**config.mk**
```make
export PLATFORM = sky130hd
export DESIGN_NAME = regfile_scoreboard
export DESIGN_NICKNAME = d
export VERILOG_FILES = /design/src/rtl/regfile_scoreboard_pkg.sv /design/src/rtl/regfile_scoreboard_rf_array.sv /design/src/rtl/regfile_scoreboard.sv
export SDC_FILE = /design/constraint.sdc
export NUM_CORES = 2
export LEC_CHECK = 0
export BUFFER_PORTS_ARGS = -buffer_cell sky130_fd_sc_hd__buf_4
export CORE_MARGIN = 2
export CORE_UTILIZATION = 49
export CTS_CLUSTER_DIAMETER = 200
export CTS_CLUSTER_SIZE = 28
export DETAILED_ROUTE_END_ITERATION = 16
export GPL_ROUTABILITY_DRIVEN = 0
export PLACE_DENSITY = 0.76
export SLEW_MARGIN = 20
export SYNTH_ARGS = -nofsm -noshare
export SYNTH_HDL_FRONTEND = slang
export SYNTH_SLANG_ARGS = --single-unit
```
**constraint.sdc**
```tcl
create_clock -name clk -period 4.7 [get_ports clk]
set_input_delay 0.705 -clock clk [delete_from_list [all_inputs] [get_ports clk]]
set_output_delay 0.705 -clock clk [all_outputs]
set_load 0.01 [all_outputs]
```
**src/rtl/regfile_scoreboard_pkg.sv**
```systemverilog
// Shared constants and types for the integer register file and its scoreboard.
package regfile_scoreboard_pkg;
    localparam int TAG_WIDTH  = 4;
    localparam int NUM_REGS   = 32;
    localparam int ADDR_WIDTH = 5;

    typedef logic [ADDR_WIDTH-1:0] reg_addr_t;
endpackage

```
**src/rtl/regfile_scoreboard_rf_array.sv**
```systemverilog
// 31x32 flop array with one write port and two asynchronous read ports; x0 is
// not stored and always reads zero.
module rf_array
    import regfile_scoreboard_pkg::*;
(
    input  logic        clk,
    input  logic        reset_n,
    input  logic        i_we,
    input  reg_addr_t   i_waddr,
    input  logic [31:0] i_wdata,
    input  reg_addr_t   i_raddr_a,
    input  reg_addr_t   i_raddr_b,
    output logic [31:0] o_rdata_a,
    output logic [31:0] o_rdata_b
);
    logic [31:0]          r_mem [1:NUM_REGS-1];
    logic [NUM_REGS-1:1]  w_wsel;

    genvar gi;
    generate
        for (gi = 1; gi < NUM_REGS; gi++) begin : g_wsel
            assign w_wsel[gi] = i_we && (i_waddr == reg_addr_t'(gi));
        end
    endgenerate

    always_ff @(posedge clk or negedge reset_n) begin
        if (!reset_n) begin
            for (int i = 1; i < NUM_REGS; i++) r_mem[i] <= '0;
        end else begin
            for (int i = 1; i < NUM_REGS; i++) begin
                if (w_wsel[i]) r_mem[i] <= i_wdata;
            end
        end
    end

    assign o_rdata_a = (i_raddr_a == '0) ? 32'd0 : r_mem[i_raddr_a];
    assign o_rdata_b = (i_raddr_b == '0) ? 32'd0 : r_mem[i_raddr_b];
endmodule

```
**src/rtl/regfile_scoreboard.sv**
```systemverilog
// Register file with per-register pending-write scoreboard (dirty bit + writer tag).
// Optional same-cycle writeback bypass on the read ports: define RF_WR_BYPASS_EN.
module regfile_scoreboard #(
    parameter int TAG_WIDTH = regfile_scoreboard_pkg::TAG_WIDTH
) (
    input  logic                 clk,
    input  logic                 reset_n,
    input  logic                 set_dirty_en,
    input  logic [4:0]           set_dirty_addr,
    input  logic [TAG_WIDTH-1:0] set_dirty_tag,
    input  logic                 rf_wr_en,
    input  logic [TAG_WIDTH-1:0] rf_wr_tag,
    input  logic [4:0]           rf_wr_addr,
    input  logic [31:0]          rf_wr_data,
    input  logic                 clr_dirty_wb_en,
    input  logic [4:0]           clr_dirty_wb_addr,
    input  logic                 flush_dirty_all,
    input  logic [4:0]           rs1_addr,
    input  logic [4:0]           rs2_addr,
    output logic [31:0]          rs1_data,
    output logic [31:0]          rs2_data,
    output logic                 rs1_dirty,
    output logic                 rs2_dirty,
    output logic                 rf_idle
);
    import regfile_scoreboard_pkg::*;

    logic [NUM_REGS-1:1]  r_dirty;
    logic [NUM_REGS-1:1]  w_dirty_next;
    logic [NUM_REGS-1:1]  w_tag_match;
    logic [NUM_REGS-1:1]  w_set_hit;
    logic [TAG_WIDTH-1:0] r_tag      [1:NUM_REGS-1];
    logic [TAG_WIDTH-1:0] w_tag_next [1:NUM_REGS-1];
    logic [NUM_REGS-1:0]  w_dirty_full;
    logic [31:0]          w_rs1_arr;
    logic [31:0]          w_rs2_arr;
    logic                 w_arr_we;

    genvar gi;
    generate
        for (gi = 1; gi < NUM_REGS; gi++) begin : g_sb
            logic w_commit_clr;
            logic w_wb_clr;
            assign w_set_hit[gi]   = set_dirty_en && (set_dirty_addr == reg_addr_t'(gi));
            assign w_tag_match[gi] = (r_tag[gi] == rf_wr_tag);
            assign w_commit_clr    = rf_wr_en && (rf_wr_addr == reg_addr_t'(gi)) && w_tag_match[gi];
            assign w_wb_clr        = clr_dirty_wb_en && (clr_dirty_wb_addr == reg_addr_t'(gi));
            // Global flush beats a new set, which beats any clear.
            assign w_dirty_next[gi] = flush_dirty_all ? 1'b0 :
                                      w_set_hit[gi]   ? 1'b1 :
                                      (w_commit_clr || w_wb_clr) ? 1'b0 : r_dirty[gi];
            assign w_tag_next[gi]   = (!flush_dirty_all && w_set_hit[gi]) ? set_dirty_tag : r_tag[gi];
        end
    endgenerate

    always_ff @(posedge clk or negedge reset_n) begin
        if (!reset_n) begin
            r_dirty <= '0;
            for (int i = 1; i < NUM_REGS; i++) r_tag[i] <= '0;
        end else begin
            r_dirty <= w_dirty_next;
            r_tag   <= w_tag_next;
        end
    end

    assign w_arr_we     = rf_wr_en && (rf_wr_addr != '0);
    assign w_dirty_full = {r_dirty, 1'b0};

    rf_array u_rf_array (
        .clk       (clk),
        .reset_n   (reset_n),
        .i_we      (w_arr_we),
        .i_waddr   (rf_wr_addr),
        .i_wdata   (rf_wr_data),
        .i_raddr_a (rs1_addr),
        .i_raddr_b (rs2_addr),
        .o_rdata_a (w_rs1_arr),
        .o_rdata_b (w_rs2_arr)
    );

`ifdef RF_WR_BYPASS_EN
    logic [NUM_REGS-1:0] w_match_full;
    logic [NUM_REGS-1:0] w_set_full;
    logic                w_byp1;
    logic                w_byp2;

    assign w_match_full = {w_tag_match, 1'b0};
    assign w_set_full   = {w_set_hit, 1'b0};
    assign w_byp1       = w_arr_we && (rs1_addr == rf_wr_addr);
    assign w_byp2       = w_arr_we && (rs2_addr == rf_wr_addr);

    // A matching commit hides the stored dirty bit unless a new writer claims the register now.
    assign rs1_data  = w_byp1 ? rf_wr_data : w_rs1_arr;
    assign rs2_data  = w_byp2 ? rf_wr_data : w_rs2_arr;
    assign rs1_dirty = (w_byp1 && w_match_full[rs1_addr] && !w_set_full[rs1_addr]) ? 1'b0
                                                                                   : w_dirty_full[rs1_addr];
    assign rs2_dirty = (w_byp2 && w_match_full[rs2_addr] && !w_set_full[rs2_addr]) ? 1'b0
                                                                                   : w_dirty_full[rs2_addr];
`else
    assign rs1_data  = w_rs1_arr;
    assign rs2_data  = w_rs2_arr;
    assign rs1_dirty = w_dirty_full[rs1_addr];
    assign rs2_dirty = w_dirty_full[rs2_addr];
`endif

    assign rf_idle = ~|r_dirty;
endmodule

```
==> metrics.txt <==
I/O pins between 100 and 150; Via density roughly 6.9; P_sw roughly 6.8 mW; P_leak ~28 nW; Async S/R FF share, synth 100%; Layout Nets approximately 4.1k; Buf/Inv on CP 3; Comb pwr share between 20% and 30%; Crit. End Element output port; Primary FF master, synth dfrtp_1; Final Setup Violations 0; WHS 0.0390 ns; status finished, final reports clean; # fillers around 10k; Worst Clk Skew between 0.009 and 0.01 ns; Cell variety after synth between 60 and 70; type of the most critical hold path primary input to async pin; slowest stage delay, CP a little over 0.7 ns; f_max approximately 250 MHz; DR pass1 iterations 5; Syn Std Cell Area slightly above 60000 sq um; Worst EP required 3.99 ns; final hold violation count 0; dpl ws approximately 0.73 ns; period utilization between 80 and 90%; CTS sink count 1147; clock root cell clkbuf_16; post-synthesis sequential area ratio 47.0%; via count around 40k; Initial Util 49.4%; critical path's slowest cell and2b_2; Post-Route Setup TNS 0 ns; CTS tree built; Core Region 124000 sq um; number of CTS-inserted buffers 46; final instance area 65000 sq um; Total Power 23.8 mW; IO buf count roughly 140; initial DRC count roughly 4.4k; Slew HR 28.0%; Mapped Nets 4276; H-tree depth 2; worst slew pin tran 1.08 ns; clk_lat worst skew between 0.6 and 0.7 ns; EDFF count, synth 0; wire per inst approximately 32 um; clock power share between 20% and 30%; largest net degree at the start of global routing 150; Crit Path Class primary input to output port; Synthesis Warnings 0; worst reg-to-reg path cell count 4; post-CTS sizing 0; FF/Latch Area 28700 sq um; share of layout cells above drive strength 1 50.5%; die area about 130000 sq um; vias in the first global route 40.5k; Hold-fix buffers, CTS 0; number of core rows 129; multi-input logic area 30400 sq um; maximum ir drop on the vdd rail around 0.27 mV; maximum clock path buffer count 3; Switching Fraction between 20% and 30%; Die Y 357 um; Core Util, Final a little over half; minimum clock period between 4 and 5 ns; Post-CTS Setup Bufs 0; Sequential Power Share 54.8%; CP Cell Sequence buf_8, and2b_2, buf_12, a221oi_1, o221a_2, nor3_1, buf_4; first-pass GRT wire length approximately 270000 um; RSZ-0062 raised after global routing false; dpl cell area 63700 sq um; DRC violations left 0; final std cells w/o fill about 5.7k; Max FO, Critical Path 40; CP Data Arrival Time between 3 and 4 ns; Synth area leaders dfrtp_1 47%, mux2_2 22%, mux4_2 16%, a22oi_1 1.4%, clkbuf_1 1.4%; syn_area_per_cell roughly 15 sq um; P_int about 17 mW; final wirelength roughly 180000 um; Cells after DPL approximately 5.7k; area leader, netlist dfrtp_1; Power Density roughly 370 nW/um^2; crit start category primary input; Max-Cap Viols 0; CP Depth 7; Area growth, synth to finish 6.46%; Die X 357 um; share of Yosys cell area claimed by the top area cell type between 40% and 50%; Synth Register Bits around 1.1k; antenna violations before repair 11; Tot GR Track Use approximately 28%; Worst-path clk slew around 0.11 ns; Synth Instances approximately 4.2k; antenna-violating nets left 0; GRT overflow 0; worst setup margin 0.632 ns; Slew Limit Fails 0; Final HPWL DP between 100000 and 150000 um; Worst path top cell family by delay simple AND/OR/NAND/NOR gates
[final timing paths]
check	start	to	slack, ns
setup / recovery	rs1_addr[1]	rs1_data[27]	0.63
hold / removal	reset_n	u_rf_array.r_mem[54]	0.04
setup reg to reg	r_tag[14]	r_dirty[28]	3.10
hold reg to reg	r_tag[11]	r_tag[11]	0.53
max in group asynchronous	reset_n	u_rf_array.r_mem[674]	3.33
min in group clk	flush_dirty_all	r_dirty[18]	0.37
[logic make-up after synthesis]
group	Yosys count	synth area share, %
muxes	1716	39.8
DFF	1147	47.0
buffers and inverters	450	3.36
AOI/OAI and AO/OA	446	5.35
and+or+nand+nor	322	2.71
xor gates and xnor gates	124	1.78
[state kept, by name (all words and copies together) (netlist names)]
register,flops
r_dirty,31
u_rf_array.r_mem,992
r_tag,124
[synthesized netlist by cell type, drive strengths merged, types with 8 or more instances]
cell type	n
mux2i	61
mux2	1209
a22oi	114
clkbuf	226
buf	218
nor2b	18
dfrtp	1147
and2	11
nor2	62
a211o	31
a221oi	32
nand2	92
o221a	30
nand3	16
a21oi	11
a21boi	30
nand4	20
xor2	64
o22ai	51
xnor2	60
a31oi	14
nand2b	18
nor3	26
mux4	446
o21ai	88
a22o	8
or2	13
a41o	12
nor4	24
[area by class of cell]
| type | instances | share of cell area (%) |
|---|---|---|
| flip-flops and latches | 1147 | 44.2 |
| inverters | 6 | 0.0366 |
| repair buffers | 261 | 3.87 |
| clock buffers | 50 | 1.89 |
| well taps | 1637 | 3.15 |
| multi-input cells | 2608 | 46.9 |
| diodes | 5 | 0.0193 |
[power by group through the flow]
| stage | combinational (mW) | sequential [mW] | clock (mW) |
|---|---|---|---|
| 2_1_floorplan | 4.34 | 12.7 | 0 |
| 3_3_place_gp | 5.59 | 13.0 | 0 |
| 3_5_place_dp | 5.75 | 13.2 | 0 |
| 4_1_cts | 5.77 | 13.0 | 5.07 |
| 5_1_grt | 6.15 | 13.2 | 5.38 |
| 6_report | 5.76 | 13.0 | 4.99 |
[worst reg2reg max path: stages (launching register included)]
cell	delay, ns
dfrtp_1	0.40
xor2_1	0.14
nor4_1	0.54
a21oi_1	0.13
or2_2	0.30
[per-layer routing]
| metal | track usage (%) | vias up | share of wire [%] |
|---|---|---|---|
| met5 | 0 | - | 0.040 |
| met4 | 11.8 | 12 | 4.7 |
| met3 | 6.20 | 452 | 8.8 |
| met2 | 44.6 | 1980 | 47 |
| met1 | 38.4 | 21300 | 40 |
| li1 | - | 15800 | - |
[placed cells by master, fill, tap and decap left out, types with 13 or more instances in the layout]
cell / instances
mux2_2: 1208
nor2_1: 59
nand2_1: 78
a221oi_1: 32
a31oi_1: 14
o22ai_1: 51
a22oi_1: 114
nand4_1: 20
o221a_2: 30
buf_12: 41
nand2_2: 13
dfrtp_1: 1147
nor3_1: 24
clkbuf_16: 49
buf_4: 214
nand3_1: 13
xor2_1: 64
mux2i_1: 61
o21ai_0: 88
or2_2: 13
nor4_1: 24
a211o_1: 31
nand2b_1: 17
mux4_2: 446
xnor2_1: 60
a21boi_0: 28
Note: power is estimated with default switching activity, not from simulation.
